`src/rtl/oddr_burst_arbiter.sv`:
```
// oddr_burst_arbiter: round-robin two-requester burst serializer driving an ODDR/IOBUF pin pair
module oddr_burst_arbiter #(
  parameter int   WORD_W   = 8,
  parameter int   TURN_CYC = 2,
  parameter logic IDLE_VAL = 1'b0
) (
  input  logic              clk,
  input  logic              rst_n,
  input  logic [1:0]        req_valid,
  input  logic [1:0]        req_last,
  input  logic [WORD_W-1:0] req_data0,
  input  logic [WORD_W-1:0] req_data1,
  output logic [1:0]        req_ready,
  output logic              d1,
  output logic              d2,
  output logic              t,
  output logic              grant,
  output logic              busy
);
  localparam int HALF = WORD_W / 2;
  localparam int CW   = (HALF > 1) ? $clog2(HALF) : 1;
  typedef enum logic [2:0] {IDLE, LOAD, SHIFT, STALL, TURN} st_t;
  st_t st, nxt;
  logic [WORD_W-1:0] sr, word;
  logic [CW-1:0] cnt;
  logic [3:0] tcnt;
  logic last_r, lg, gsel, rdy, acc, fin;
  assign word = grant ? req_data1 : req_data0;
  assign fin = cnt == CW'(HALF - 1);
  assign gsel = &req_valid ? ~lg : req_valid[1];
  assign acc = rdy && req_valid[grant];
  assign req_ready = rdy ? (grant ? 2'b10 : 2'b01) : 2'b00;
  assign busy = st != IDLE;
  // state register
  always_ff @(posedge clk)
    st <= !rst_n ? IDLE : nxt;
  // next state and word-accept window
  always_comb begin
    nxt = st;
    rdy = 1'b0;
    case (st)
      IDLE:  nxt = |req_valid ? LOAD : IDLE;
      LOAD:  begin
        rdy = 1'b1;
        nxt = req_valid[grant] ? SHIFT : LOAD;
      end
      SHIFT: begin
        rdy = fin && !last_r;
        nxt = !fin ? SHIFT : last_r ? TURN : req_valid[grant] ? SHIFT : STALL;
      end
      STALL: begin
        rdy = 1'b1;
        nxt = req_valid[grant] ? SHIFT : STALL;
      end
      TURN:  nxt = tcnt == 4'(TURN_CYC - 1) ? IDLE : TURN;
      default: nxt = IDLE;
    endcase
  end
  // arbitration, shift register and registered pin outputs
  always_ff @(posedge clk) begin
    if (!rst_n) begin
      t <= 1'b1;
      d1 <= IDLE_VAL;
      d2 <= IDLE_VAL;
      grant <= 1'b0;
      lg <= 1'b1;
      cnt <= '0;
      tcnt <= '0;
      sr <= '0;
      last_r <= 1'b0;
    end else begin
      if (st == IDLE && |req_valid) begin
        grant <= gsel;
        lg <= gsel;
      end
      if (acc) begin
        sr <= word >> 2;
        d1 <= word[0];
        d2 <= word[1];
        t <= 1'b0;
        cnt <= '0;
        last_r <= req_last[grant];
      end else if (st == SHIFT && !fin) begin
        sr <= sr >> 2;
        d1 <= sr[0];
        d2 <= sr[1];
        cnt <= cnt + 1'b1;
      end else if (st == SHIFT) begin
        d1 <= IDLE_VAL;
        d2 <= IDLE_VAL;
        t <= last_r;
        tcnt <= '0;
      end else if (st == TURN) begin
        tcnt <= tcnt + 1'b1;
      end
    end
  end
endmodule
```
`config.mk`:
```
export PLATFORM = sky130hd
export DESIGN_NAME = oddr_burst_arbiter
export DESIGN_NICKNAME = d
export VERILOG_FILES = /design/src/rtl/oddr_burst_arbiter.sv
export SDC_FILE = /design/constraint.sdc
export NUM_CORES = 1
export LEC_CHECK = 0
export ABC_AREA = 1
export CORE_MARGIN = 5
export CORE_UTILIZATION = 30
export CTS_CLUSTER_DIAMETER = 150
export DETAILED_ROUTE_END_ITERATION = 12
export HOLD_SLACK_MARGIN = 0.02
export PLACE_DENSITY = 0.62
export SLEW_MARGIN = 30
export SYNTH_ARGS = -nofsm -noshare
export SYNTH_HDL_FRONTEND = slang
export SYNTH_SLANG_ARGS = --single-unit
export TNS_END_PERCENT = 20
```
`constraint.sdc`:
```
create_clock -name clk -period 1.3 [get_ports clk]
set_input_delay 0.26 -clock clk [delete_from_list [all_inputs] [get_ports clk]]
set_output_delay 0.26 -clock clk [all_outputs]
set_load 0.02 [all_outputs]
```
==> key figures, run 1 <==
Critical path
  • Slowest stage cell, crit path: dfxtp_2
  • Worst Setup Start Kind: register
  • Crit path DAT: between 1000 and 1500 ps
  • Worst path buffer plus inverter count: 3
  • Max FO, Critical Path: 3
  • Crit Path Class: register to primary output
  • Top delay family on crit path: flip-flops
  • R2r setup slk: -190 ps
  • FF-to-FF End: d1
  • Worst setup EP type: primary output
  • Slowest cell delay on critical path: 360 ps
  • Critical-path cell list: ha_4, inv_2, nor2_2, nand2_1, nand2_2, inv_6, nor2_4, buf_6
  • Req. time, crit path: 1040 ps
  • Worst R2R Path Depth: 10
  • RR Startpoint: cnt[0]

Yosys
  • Syn Nets: roughly 210
  • Most instantiated library cell after synthesis: nand2_1
  • Post-synth EDFFs: 0
  • Gate Count Post-Synth: 180
  • Yosys reg bits: 21
  • Area leader, netlist: dfxtp_1
  • YS warnings: 0
  • Post-synth top area share: between 30% and 40%
  • Netlist cell types: 29
  • Register area share after synthesis: around a third
  • Avg Cell Area, Syn: ~6.7 um^2
  • Area contributors post-synth: dfxtp_1 (35%), nand2_1 (19%), nand3_1 (8.7%)
  • Post-Synthesis Cell Area: between 0.001 and 0.0015 mm^2
  • Async SR Flop Fraction: 0%
  • Most used DFF post-synth: dfxtp_1
  • Synth cell count leaders: nand2_1 (61), dfxtp_1 (21), nand3_1 (21), inv_1 (14), a21oi_1 (12)

Clock tree
  • CTS clk-pin slew, worst paths: 80 ps
  • Hold-fix buffers, CTS: 0
  • H-tree depth: 1
  • Clock buffer depth: 2
  • CTS tree: built
  • CTS Buf Count: 3
  • Root buffer cell: clkbuf_8
  • CTS sink cnt: 21
  • Worst-Skew Late Latency: ~260 ps

Place
  • Placed cells: ~280
  • GP Congestion: around 0.77
  • IO buf count: 28
  • Hpwl dp: around 2400 um

Route
  • DR pass1 iterations: 4
  • Via count: about 1300
  • Post-DRT Antenna Nets: 0
  • Residual DRC count: 0
  • Wire per inst: 11.2 um
  • DRT iter0 DRCs: 47
  • Routed WL: approximately 3200 um
  • Via density: approximately 4.7

Global route
  • First-pass GRT wire length: about 5200 um
  • Initial antenna violation count: 0
  • Global route total overflow: 0
  • Vias in the first global route: roughly 1200
  • Global-route usage over all layers: between 10 and 15%
  • Largest net degree at the start of global routing: 18

STA
  • Final min period: 1560 ps
  • Fin. Hold Viols: 0
  • Setup violations, final: 20
  • Final period utilization: 120%
  • WHS: 455 ps
  • Final Slew Violations: 0
  • Worst slew pin tran: approximately 380 ps
  • F_max: around 640 MHz
  • Clk_skew: ~4.4 ps
  • Setup WS post-layout: -265 ps
  • Slew Limit Headroom: between 70% and 80%
  • RSZ-0062 raised after global routing: yes

Power
  • P_int: around 0.0012 W
  • PwrDens: slightly above 900 mW/mm^2
  • Comb power frac: between 30% and 40%
  • Leak: ~0.82 nW
  • Max VDD drop: roughly 0.55 mV
  • Share of power burned in registers: 40.7%
  • Switching Power: approximately 0.00056 W
  • Switching part of the total: about a third
  • Clock network fraction of total power: between 20% and 30%

Final layout
  • # nets final: approximately 260
  • Share of cells above drive strength 1: between 20 and 30%
  • Layout Cells excl Fill: 285
  • ANT cells: 0
  • Syn-to-layout area delta: 56.7%

Floorplanning
  • Effective utilization at floorplan: a little under a third
  • Core area: roughly 0.0039 mm^2
  • Die Y: 73.4 um
  • Die width: 73.4 um
  • Top Ports: 29
  • Die ar.: roughly 0.0054 mm^2
  • FP Rows: 23

Min path
  • Hold Path Depth: 2
  • Hold Crit Class: register to register
  • Hold Crit Endpoint: t
  • HP Start: t

Run status
  • Run status: finished with violations
  • Failing checks: negative setup slack

Flow run
  • Max-cap viol count: 0
power by group through the flow:
stage | clock, W | sequential, W | combinational [W]
2_1_floorplan | 0 | 0.000742 | 0.000277
3_3_place_gp | 0 | 0.000726 | 0.000527
3_5_place_dp | 0 | 0.000727 | 0.000528
4_1_cts | 0.000448 | 0.000713 | 0.000551
5_1_grt | 0.000479 | 0.000719 | 0.000657
6_report | 0.000436 | 0.000713 | 0.000601
per-stage QoR:
step | power (W) | instance area [um^2] | setup TNS (ps) | util (%) | setup WS [ps]
after floorplan | 0.00102 | 1240 | -19.7 | - | -19.7
after global placement | 0.00125 | 1740 | -4460 | 44.0 | -444
after detailed placement | 0.00126 | 1740 | -4510 | 44.0 | -451
after CTS | 0.00171 | 1820 | -2140 | 46.0 | -263
after global routing | 0.00185 | 1890 | -5220 | 48.0 | -362
final | 0.00175 | 1890 | -3100 | 48.0 | -265
layout by cell type (no fill, tap or decap), types with 4 or more instances in the layout:
cell type	instances
nand2_2	5
nand3_1	20
inv_2	4
dfxtp_1	18
inv_1	14
nor2_1	7
a21oi_2	5
a21oi_1	8
buf_6	5
buf_4	24
a31oi_1	6
clkdlybuf4s50_1	21
nand4_1	4
nand2_1	59
state kept, by name, indices dropped and copies added, names as in the netlist:
register,flops
sr,6
tcnt,4
st,3
cnt,2
d1,1
d2,1
grant,1
last_r,1
lg,1
t,1
timing repair:
item / CTS / global route
pin swaps: 4 / 8
buffers inserted: 0 / 2
gates resized for setup: 31 / 13
setup endpoints to repair: 25 / 25
gates cloned: 0 / 2
worst max-delay path by stage:
stage / start / end / slack (ps) / depth (start not counted)
6_report: cnt[0] / req_ready[1] / -260 / 8
3_5_place_dp: cnt[1] / req_ready[0] / -450 / 8
5_1_grt: cnt[0] / req_ready[1] / -360 / 8
2_1_floorplan: cnt[1] / req_ready[0] / -20 / 8
4_1_cts: cnt[0] / req_ready[1] / -260 / 8
3_3_place_gp: cnt[1] / req_ready[0] / -440 / 8
routing by layer:
layer  share of wire (%)  GRT usage, %  wire length [um]
met3                 4.8          2.60               154
met4                 1.9          6.04                59
met2                  48          21.3              1520
met5                   0             0                 0
met1                  45          15.0              1440
logic make-up after synthesis:
family,Yosys count,synth area share (%)
buffers and inverters,26,10.5
AOI/OAI and AO/OA,24,11.6
adders and majority gates,3,3.11
and+or+nand+nor,106,39.9
DFF,21,34.9
worst min-delay path, cell delays in order (launching register included):
cell,delay (ps)
dfxtp_1,320
inv_1,50
o21ai_1,50
final cells by class:
type	instances	area (um^2)
clock buffer	3	41.3
clock inverter	1	5.00
fill	389	2050
inverter	19	76.3
multi-input combinational	135	768
sequential	21	424
tap	50	62.6
timing repair buffer	56	513
No activity file was read; power rests on OpenSTA's default activity.
==> inputs of run 2 (changes only) <==
--- a/config.mk
+++ b/config.mk
@@ -11,7 +11,7 @@
 export CTS_CLUSTER_DIAMETER = 150
 export DETAILED_ROUTE_END_ITERATION = 12
 export HOLD_SLACK_MARGIN = 0.02
-export PLACE_DENSITY = 0.62
+export PLACE_DENSITY_LB_ADDON = 0.12
 export SLEW_MARGIN = 30
 export SYNTH_ARGS = -nofsm -noshare
 export SYNTH_HDL_FRONTEND = slang
==> run 2 against run 1 <==
The run still ends with negative setup slack left. Sequential power hardly changed. Count of clock-buffer cells in the layout is 1 higher. Die area unchanged. Total power increased by 0.95%. Sequential share of layout area is 0.29 points lower. Routed wire length increased by 5.0%. Register-to-register slack worse by 20 ps. Combinational power rose by 3%. Final cell count shrank 0.35%. First-iteration DRC count grew 8.5%. Critical endpoint unchanged.
==> key figures, run 2 (synthesis gave the netlist of run 1 again) <==
Floorplanning
  • Die width: 73.4 um (unchanged)
  • Core area: 0.00394 mm^2 (unchanged)
  • Effective utilization at floorplan: 30.6% (unchanged)
  • Die ar.: 0.00539 mm^2 (unchanged)
  • Top Ports: 29 (unchanged)
  • Die Y: 73.4 um (unchanged)
  • FP Rows: 23 (unchanged)

Route
  • DRT iter0 DRCs: 51 (+8.5%)
  • Routed WL: 3340 um (+5.0%)
  • Via density: 4.71 (+0.58%)
  • Post-DRT Antenna Nets: 0 (unchanged)
  • DR pass1 iterations: 4 (unchanged)
  • Residual DRC count: 0 (unchanged)
  • Wire per inst: 11.8 um (+5.4%)
  • Via count: 1337 (+0.22%)

Final layout
  • Share of cells above drive strength 1: 30.3% (+1.4 points)
  • Design Area, Final: 0.00193 mm^2 (+2.2%)
  • ANT cells: 0 (unchanged)
  • Top Registers: sr (6), tcnt (4), st (3)
  • # nets final: 260 (-0.38%)
  • Fin util: 49.0% (+1.0 points)
  • Largest Register: sr
  • Commonest non-fill, non-tap cell in the layout: nand2_1
  • Number of fill cells: 389 (unchanged)
  • Syn-to-layout area delta: 60.2%
  • Commonest cells after routing, fill and taps aside: nand2_1 (56), buf_4 (22), nand3_1 (21), clkdlybuf4s50_1 (21), dfxtp_1 (17)
  • Largest register FFs: 6 (unchanged)
  • Layout Cells excl Fill: 284 (-0.35%)
  • Footprint of the multi-input gates: 787 um^2 (+2.4%)
  • Reg area: 428 um^2 (+0.88%)

Min path
  • HP Start: t
  • Hold Crit Class: register to register
  • Hold Path Depth: 2 (unchanged)

Critical path
  • Worst Setup EP: req_ready[1]
  • Slowest cell delay on critical path: 370 ps (about the same)
  • RR Startpoint: cnt[1]
  • Worst R2R Path Depth: 11 (+1)
  • Critical-path cell list: ha_4, inv_2, nor2_1, nand2_1, nand2_2, inv_6, nor2_4, buf_6
  • Crit Path Class: register to primary output
  • FF-to-FF End: tcnt[3]
  • Slowest stage cell, crit path: dfxtp_4
  • Crit path DAT: 1290 ps (about the same)
  • Max FO, Critical Path: 3 (unchanged)
  • R2r setup slk: -210 ps (-20 ps)
  • Worst Setup Start Kind: register
  • Req. time, crit path: 1040 ps (about the same)
  • Setup crit start: cnt[1]
  • Worst setup EP type: primary output

STA
  • Final period utilization: 119% (-1.3 points)
  • F_max: 646 MHz (+1.1%)
  • Setup WS post-layout: -247 ps (+17.3 ps)
  • Final min period: 1550 ps (-17.3 ps)
  • Fin. Hold Viols: 0 (unchanged)
  • Worst slew pin tran: 352 ps (-30.3 ps)
  • Clk_skew: 5.06 ps (+0.660 ps)
  • WHS: 454 ps (-0.418 ps)
  • Setup violations, final: 20 (unchanged)
  • RSZ-0062 raised after global routing: yes
  • Slew Limit Headroom: 76.5% (+2.0 points)
  • Final Slew Violations: 0 (unchanged)

Clock tree
  • CTS tree: built
  • Hold-fix buffers, CTS: 0 (unchanged)
  • CTS Buf Count: 3 (unchanged)
  • Root buffer cell: clkbuf_8
  • Worst-Skew Late Latency: 260 ps (about the same)
  • Clock buffer depth: 2 (unchanged)
  • H-tree depth: 1 (unchanged)
  • CTS sink cnt: 21 (unchanged)
  • CTS clk-pin slew, worst paths: 80 ps (about the same)

Global route
  • Largest net degree at the start of global routing: 18 (unchanged)
  • Initial antenna violation count: 0 (unchanged)
  • Global route total overflow: 0 (unchanged)
  • First-pass GRT wire length: 5720 um (+9.1%)
  • Global-route usage over all layers: 13.4% (+0.89 points)
  • Vias in the first global route: 1323 (+13%)

Place
  • Cell Area, Placed: 0.00174 mm^2 (unchanged)
  • IO buf count: 28 (unchanged)
  • Placed cells: 277 (unchanged)
  • GP Congestion: 0.778 (+0.99%)
  • Hpwl dp: 2460 um (+3.8%)

Flow run
  • Max-cap viol count: 0 (unchanged)

Power
  • Max VDD drop: 0.375 mV (-32%)
  • Leak: 0.815 nW (-0.83%)
  • PwrDens: 915 mW/mm^2 (-1.2%)
  • Overall Power: 0.00177 W (+0.95%)

Run status
  • Run status: finished with violations
  • Failing checks: negative setup slack
[run 2: changes by cell type in the layout (fill, tap and decap cells not counted), sizes merged]
cell	previous run	this run
nand2	67	66
clkdlybuf4s15	0	1
buf	32	31
clkbuf	3	4
clkinv	1	0
[run 2: power by group]
part | total [W] | internal (W) | switching (W)
registers | 0.000712 | 0.000685 | 0.0000268
logic | 0.000619 | 0.000302 | 0.000318
clock network | 0.000435 | 0.000218 | 0.000217
[run 2: stage by stage]
step / TNS [ps] / setup slack, ps
after floorplan: -19.7 / -19.7
after global placement: -4430 / -448
after detailed placement: -4790 / -452
after CTS: -2920 / -264
after global routing: -4780 / -340
final: -2730 / -247
[run 2: layout make-up]
cell class	instances	area share (%)
Multi-Input combinational cell	134	40.7
Timing Repair Buffer	56	27.5
Sequential cell	21	22.2
Inverter	19	4.08
Tap cell	50	3.24
Clock buffer	4	2.33
[run 2: worst min path at each step]
| stage | to |
|---|---|
| after detailed placement | lg |
| after global routing | t |
| after floorplan | lg |
| after CTS | t |
| final | t |
| after global placement | lg |
[run 2: timing repair]
item | 4_1_cts | 5_1_grt
pin swaps | 6 | 14
setup buffers | 0 | 2
gates resized for setup | 30 | 26
endpoints found under the setup margin | 24 | 24
gates cloned | 0 | 1
[run 2: critical path: cells and delay by family (launching register included)]
kind / cells / cell delay [ps]
flops: 1 / 370
simple gates: 4 / 310
buf+inv: 3 / 200
fa+ha+maj: 1 / 140
[run 2: routing by layer]
layer | up-vias | GRT usage (%) | routed length (um)
met2 | 32 | 23.3 | 1600
met5 | - | 0 | 0
met4 | 0 | 6.84 | 82
li1 | 698 | - | -
met3 | 10 | 1.92 | 104
met1 | 597 | 15.9 | 1550
